$ cat src/rtl/operand_bypass_scoreboard.sv
// operand_bypass_scoreboard
//   Operand forwarding for NUM_RS read ports from NUM_FWD pipeline stages, plus a
//   register scoreboard for long-latency results (load miss, DIV, CSR) that come
//   back through the out-of-band writeback port.
//   Optional: define BYPASS_STALL_CNT_EN to add a saturating stall-cycle counter
//   (stall_cnt output, stall_cnt_clr input).
module operand_bypass_scoreboard #(
    parameter int XLEN     = 32,
    parameter int NUM_RS   = 2,
    parameter int NUM_FWD  = 2,
    parameter int MAX_PEND = 4
) (
    input  logic                          clk,
    input  logic                          rst,
    input  logic [NUM_RS*5-1:0]           rs_addr,
    input  logic [NUM_RS*XLEN-1:0]        rs_rdata,
    output logic [NUM_RS*XLEN-1:0]        fwd_rs_rdata,
    input  logic [NUM_FWD*5-1:0]          fwd_rd,
    input  logic [NUM_FWD-1:0]            fwd_we,
    input  logic [NUM_FWD-1:0]            fwd_en,
    input  logic [NUM_FWD-1:0]            fwd_valid,
    input  logic [NUM_FWD*XLEN-1:0]       fwd_data,
    input  logic                          iss_fire,
    input  logic                          iss_long,
    input  logic [4:0]                    iss_rd,
    output logic                          iss_ready,
    input  logic                          wb_valid,
    input  logic [4:0]                    wb_rd,
    input  logic [XLEN-1:0]               wb_data,
    output logic                          alu_force_stall,
`ifdef BYPASS_STALL_CNT_EN
    input  logic                          stall_cnt_clr,
    output logic [31:0]                   stall_cnt,
`endif
    output logic [$clog2(MAX_PEND+1)-1:0] pend_cnt
);

    localparam int CW = $clog2(MAX_PEND + 1);
    localparam logic [CW-1:0] MAX_C = CW'(MAX_PEND);

    logic [31:0]       pending;
    logic [31:0]       pend_nxt;
    logic [NUM_RS-1:0] port_stall;
    logic              set_hit;
    logic              clr_hit;
    logic              wb_hit_iss;

    // Per read port: pick the forwarded operand and flag operand hazards.
    for (genvar i = 0; i < NUM_RS; i++) begin : g_port
        logic [4:0]      a;
        logic            hit;
        logic            hit_vld;
        logic            wb_hit;
        logic [XLEN-1:0] hit_data;
        logic [XLEN-1:0] sel;
        logic            ps;

        assign a = rs_addr[i*5 +: 5];

        // Scan oldest to youngest so the lowest-index (youngest) match wins.
        always_comb begin
            hit      = 1'b0;
            hit_vld  = 1'b1;
            hit_data = '0;
            for (int k = NUM_FWD - 1; k >= 0; k--) begin
                if (fwd_en[k] && fwd_we[k] && fwd_rd[k*5 +: 5] == a) begin
                    hit      = 1'b1;
                    hit_vld  = fwd_valid[k];
                    hit_data = fwd_data[k*XLEN +: XLEN];
                end
            end
            wb_hit = wb_valid && (wb_rd == a);
            if (a == 5'd0)   sel = '0;
            else if (hit)    sel = hit_data;
            else if (wb_hit) sel = wb_data;
            else             sel = rs_rdata[i*XLEN +: XLEN];
            // x0 never forwards, so a stage writing x0 cannot stall it.
            ps = ((a != 5'd0) && hit && !hit_vld) || (pending[a] && !wb_hit);
        end

        assign fwd_rs_rdata[i*XLEN +: XLEN] = sel;
        assign port_stall[i]               = ps;
    end

    assign set_hit    = iss_fire && iss_long && (iss_rd != 5'd0);
    // Only a return to a register actually pending retires an outstanding op.
    assign clr_hit    = wb_valid && (wb_rd != 5'd0) && pending[wb_rd];
    assign wb_hit_iss = wb_valid && (wb_rd == iss_rd);
    assign iss_ready  = (pend_cnt < MAX_C) || ((pend_cnt == MAX_C) && clr_hit);

    assign alu_force_stall = (|port_stall)
                           || (iss_long && pending[iss_rd] && !wb_hit_iss)
                           || (iss_long && !iss_ready);

    // Next bitmap: clear on return first so a same-rd issue overrides it.
    always_comb begin
        pend_nxt = pending;
        if (wb_valid) pend_nxt[wb_rd] = 1'b0;
        if (set_hit)  pend_nxt[iss_rd] = 1'b1;
        pend_nxt[0] = 1'b0;
    end

    // Scoreboard state: pending bitmap and saturating outstanding-op count.
    always_ff @(posedge clk or posedge rst) begin
        if (rst) begin
            pending  <= '0;
            pend_cnt <= '0;
        end else begin
            pending <= pend_nxt;
            if (set_hit && !clr_hit && pend_cnt != MAX_C)
                pend_cnt <= pend_cnt + CW'(1);
            else if (clr_hit && !set_hit && pend_cnt != '0)
                pend_cnt <= pend_cnt - CW'(1);
        end
    end

`ifdef BYPASS_STALL_CNT_EN
    // Saturating count of stalled cycles; clear beats increment.
    always_ff @(posedge clk or posedge rst) begin
        if (rst)
            stall_cnt <= '0;
        else if (stall_cnt_clr)
            stall_cnt <= '0;
        else if (alu_force_stall && stall_cnt != 32'hFFFF_FFFF)
            stall_cnt <= stall_cnt + 32'd1;
    end
`endif

endmodule
$ cat config.mk
export PLATFORM = sky130hd
export DESIGN_NAME = operand_bypass_scoreboard
export DESIGN_NICKNAME = d
export VERILOG_FILES = /design/src/rtl/operand_bypass_scoreboard.sv
export SDC_FILE = /design/constraint.sdc
export NUM_CORES = 1
export LEC_CHECK = 0
export CAP_MARGIN = 20
export CORE_MARGIN = 4
export CORE_UTILIZATION = 32
export CTS_BUF_LIST = sky130_fd_sc_hd__clkbuf_4 sky130_fd_sc_hd__clkbuf_8
export CTS_CLUSTER_DIAMETER = 100
export DETAILED_ROUTE_END_ITERATION = 16
export PLACE_DENSITY = 0.73
export SETUP_SLACK_MARGIN = 0.1
export SYNTH_ARGS = -nofsm -noshare
export SYNTH_HDL_FRONTEND = slang
export SYNTH_SLANG_ARGS = --single-unit
export TNS_END_PERCENT = 10
$ cat constraint.sdc
create_clock -name clk -period 11.85 [get_ports clk]
set_clock_uncertainty 0.15 [all_clocks]
set_input_delay 3.555 -clock clk [delete_from_list [all_inputs] [get_ports clk]]
set_output_delay 3.555 -clock clk [all_outputs]
set_load 0.01 [all_outputs]
* Word-level counts from Yosys, hierarchy flattened
Cells that the tools add are included.
** Operators by class
- $add $sub $neg :: 2
- Order comparisons :: 7
- Equality and inequality tests :: 9
- Muxes and demuxes :: 34
- Bitwise operators :: 3
- Reduce and logical (&&, ||, !) cells :: 51
** Operators with widths (count)
- $mux 32 :: 12
- $eq 5x5->1 :: 7
- $and 32x32->32 :: 1
- $not 32->32 :: 1
- $or 32x32->32 :: 1
- $logic_and 1x1->1 :: 29
- $lt 5x6->1 const B :: 4
- $bmux 1 s5 :: 4
- $reduce_bool 5->1 :: 4
- $mux 1 :: 14
- $demux 1 s5 :: 2
- $ge 5x1->1 const B :: 2
- $logic_not 5->1 :: 2
- $logic_not 1->1 :: 8
- $mux 3 :: 2
- $logic_or 1x1->1 :: 5
- $add 3x1->3 const B :: 1
- $eq 3x3->1 const B :: 1
- $lt 3x3->1 const B :: 1
- $ne 3x3->1 const B :: 1
- $reduce_bool 3->1 :: 1
- $sub 3x1->3 const B :: 1
- $reduce_bool 2->1 :: 1
- $reduce_or 2->1 :: 1
** Word-level totals
- Bits in registers :: 34
- Input bits :: 201
- Output and inout bits :: 69
- Logic and storage cells :: 108

* Logic depth before layout (Yosys ltp)
- Word-level depth :: 10
- Mapped depth :: 11
- Depth with buffers taken out :: 9

* Least setup slack after synthesis
OpenSTA, ideal clock, no wires.
- Kind :: input port to output port
- Start :: input port rs_addr[5]
- End :: output port alu_force_stall
- Arrival :: 5.220 ns
- Data required time :: 8.145 ns
- Slack :: 2.925 ns
- Cell stages on the path :: 7
- Buffers on the path :: 2
- Cells stage by stage :: buf_2 -> buf_2 -> mux4_2 -> mux2_2 -> a211oi_1 -> a211o_1 -> nand4_1
** On the way
- Word-level cells in the longest chain between the ends :: 10
- Elaborated cells between the ends (all ways) :: 22
- Classes of those cells :: 3 x eq/ne; 6 x mux; 13 x reduce/logical
** RTL lines
- start: declaration :: RTL line 15 : input logic [NUM_RS*5-1:0] rs_addr,
- branches (longest 6 deep; another with $bmux 1 s5)
- $logic_or 1x1->1 * :: RTL line 78 : ps = ((a != 5'd0) && hit && !hit_vld) || (pending[a] && !wb_hit);
- $reduce_or 2->1 * :: RTL line 91 : assign alu_force_stall = (|port_stall)
- $logic_or 1x1->1 * :: RTL line 92 : || (iss_long && pending[iss_rd] && !wb_hit_iss)
- $logic_or 1x1->1 * :: RTL line 93 : || (iss_long && !iss_ready);
- end: declaration :: RTL line 30 : output logic alu_force_stall,
Every way passes the cells marked *. The select of a mux whose other input is x is not followed.

* Worst setup path in the final report
- Start :: input port rs_addr[1]
- End :: output port fwd_rs_rdata[20]
** On the way
- Word-level cells in the longest chain between the ends :: 6
- Elaborated cells between the ends (all ways) :: 14
- Classes of those cells :: 3 x eq/ne; 7 x mux; 4 x reduce/logical
** RTL lines
- $eq 5x5->1 :: RTL line 66 : if (fwd_en[k] && fwd_we[k] && fwd_rd[k*5 +: 5] == a) begin
- $logic_and 1x1->1 :: RTL line 66
- $mux 32 or $mux 1 (tied branches) (2 in a row) :: RTL line 66
- $mux 32 :: RTL line 74 : else if (hit) sel = hit_data;
- $mux 32 * :: RTL line 73 : if (a == 5'd0) sel = '0;
- end: declaration :: RTL line 17 : output logic [NUM_RS*XLEN-1:0] fwd_rs_rdata,
Every way passes the cells marked *; elsewhere a longest branch is shown, timed or not.

==> results.ini <==
[cells_and_area]
drive_gt1_share_pct = 7.01
final_cell_mix = clkdlybuf4s50_1 (269), mux2i_1 (81), nand2_1 (77)
syn_to_final_growth_pct = 52.0
final_common_cell = clkdlybuf4s50_1
final_area_um2 = 8310
layout.nets = 1114

[logic_synthesis]
synth_cells = 690
synth_top_area_share_pct = 15.6
synth_cell_types = 53
synth_mux_area_share_pct = 26.8
synth_xor_area_share_pct = 5.77
synth_adder_area_share_pct = 0.366
synthSimpleGateAreaFrac_pct = 18.8
synth_top_family_by_area = multiplexers
synth_edf_count = 0
synth-seq-area-share_pct = 15.6
yosys_register_bits = 34
syn_area_um2 = 5470
synth_area_leaders = dfrtp_1 (16%), mux2i_1 (15%), a211o_1 (11%), mux4_2 (8.2%), a21oi_1 (6.1%)
ys.flop_type = dfrtp_1
yosys_warnings = 0
async_flop_share_pct = 100
synth_compound_area_share_pct = 25.7
syn-mean-instance-area_um2 = 7.92
synth_nets = 892
synth_top_area_cell = dfrtp_1

[route]
vias = 6607
viasPerCell = 5.82
ant_nets = 0
finalWirelength_mm = 24.3
dr.first_iter.drc_count = 578
route.detailed.drc = 0
wire_per_inst_um = 21.4
firstDrtPassIters = 7

[critical_path]
crit_start = rs_addr[1]
r2r_start = pending[5]$_DFF_PP0_
worstPathRequired_ps = 8150
cp-end-kind = output port
endpoint = fwd_rs_rdata[20]
reg2reg_depth = 8
path_max_fanout = 47
worstSetupStartpointType = primary input
r2r_slack_ps = 8750
worstPathArrival_ps = 6910
worstSetupPathType = in -> out
r2r-end = pend_cnt[2]$_DFFE_PP0P_

[timing]
slew_headroom_pct = 38.0
hold_slack_ps = 442
setup_viol_count_final = 0
maxSlewViolCount = 0
rsz0062_at_grt = false
timing.final.crit_share_pct = 89.5
max_freq_mhz = 94.2
finalHoldViolations = 0
final.setup.tns_ps = 0
tightest_slew_ps = 929
fin_crit_ps = 10610

[run]
drv_cap = 0

[global_route]
grt_pass1_vias = 6213
grt_max_degree = 65
grt_pass1_wl_mm = 36.8
grt-ovfl-total = 0
grt_usage_pct = 23.5
antenna_found_initial = 2

[floorplanning]
die-area_um2 = 19200
fp.dieH_um = 139
die_x_um = 139
ios = 270
initial_core_util_pct = 32.8
core_um2 = 16600
rows = 47

[cts]
cts_max_level = 2
cts.sinks = 34
clock_path_buffers = 2
post_cts_buffers = 0
cts_buffers = 5
clockRootBuffer = clkbuf_8
ctsResizeCount = 0
cts_tree = built
clock_latency_ps = 290
hold_buffers = 0
clk_pin_slew_ps = 70

[outcome]
status = complete, no violations

[power]
leakagePower_nw = 3.15
total_power_uw = 602
p_seq_share_pct = 30.0
p_sw_share_pct = 35.7
pwr-share-clk_pct = 15.2
vdd_ir_drop_max_v = 0.0000593
p_per_area_nw_per_um2 = 72.4
power.share.combinational_pct = 54.8
p_int_uw = 387
p_switching_uw = 215

[hold_path]
min-delay-path-class = reg -> reg

[place]
place_area_um2 = 8210
hpwl_mm = 18.6
gp_congestion = 0.954
numPortBuffers = 269

==> cell families after synthesis <==
family | count (synthesis)
XOR/XNOR | 36
adder cells (fa/ha/maj) | 1
AND/OR/NAND/NOR | 222
buffers and inverters | 70
AO/OA/AOI/OAI | 216
flip-flops | 34
multiplexers | 111
==> cells in the mapped netlist, types with 3 or more instances <==
cell type  instances
nand2b_1           9
nand4_1            9
or3_1              6
o211ai_1           3
or3b_1             3
a211o_1           66
nor3_1             3
nor2b_1            4
xnor2_1           19
mux4_2            20
nor2_1            74
nor4_1             5
mux4_1             6
clkbuf_1          34
xor2_1            17
mux2_2             3
mux2i_1           81
nand3b_1           8
a21oi_1           67
nand3_1            8
buf_1              3
o21ai_0           62
dfrtp_1           34
buf_2             19
o22ai_1            3
or4_1              3
or2_2              5
nand2_1           77
buf_6              9
and3_1             3
==> layout make-up <==
cell class | instances | area [um^2]
Clock inverter | 1 | 5.00
Inverter | 2 | 7.51
Antenna cell | 2 | 5.00
Fill cell | 1618 | 8330
Multi-Input combinational cell | 586 | 4260
Timing Repair Buffer | 283 | 2820
Tap cell | 220 | 275
Sequential cell | 34 | 851
Clock buffer | 7 | 90.1
==> power groups by stage <==
stage	logic (mW)	clock network, mW	registers [mW]
after global placement	0.324	0	0.179
final	0.330	0.0913	0.181
after global routing	0.356	0.0981	0.184
after floorplan	0.174	0	0.166
after CTS	0.329	0.0937	0.178
after detailed placement	0.327	0	0.180
==> stage by stage <==
| step | setup slack, ps | std cells | utilization, % |
|---|---|---|---|
| 3_5_place_dp | 1270 | 1125 | 49.3 |
| 2_1_floorplan | 2920 | 690 | - |
| 3_3_place_gp | 1250 | 1125 | 49.3 |
| 4_1_cts | 1260 | 1133 | 49.9 |
| 5_1_grt | 1050 | 1135 | 49.9 |
| 6_report | 1240 | 1135 | 49.9 |
==> how the worst min path moves through the flow <==
stage	depth (start not counted)	start	to	slack, ps
global route	1	pend_cnt[0]$_DFFE_PP0P_	pend_cnt[0]$_DFFE_PP0P_	480
finish	2	pending[13]$_DFF_PP0_	pending[13]$_DFF_PP0_	440
global placement	2	pending[13]$_DFF_PP0_	pending[13]$_DFF_PP0_	420
detailed placement	2	pending[12]$_DFF_PP0_	pending[12]$_DFF_PP0_	420
floorplan	2	pending[18]$_DFF_PP0_	pending[18]$_DFF_PP0_	360
CTS	2	pending[12]$_DFF_PP0_	pending[12]$_DFF_PP0_	440
==> per-layer routing <==
metal / global-route usage [%] / up-vias / routed length [um]
met5: 0 / - / 0
met1: 31.1 / 3174 / 9680
met2: 39.9 / 385 / 11800
met3: 4.03 / 43 / 2310
met4: 6.02 / 0 / 542
li1: - / 3005 / -
==> flip-flops by register name, summed over array words and instances, names as in the netlist <==
register and count:
pending 31, pend_cnt 3
==> critical path: stages <==
cell	delay, ps
clkdlybuf4s50_1	940
xnor2_1	120
nand4_1	120
or2_2	700
buf_4	370
nor2_1	60
a211o_1	270
a21oi_1	150
clkdlybuf4s50_1	570
No activity file was read; power rests on OpenSTA's default activity.
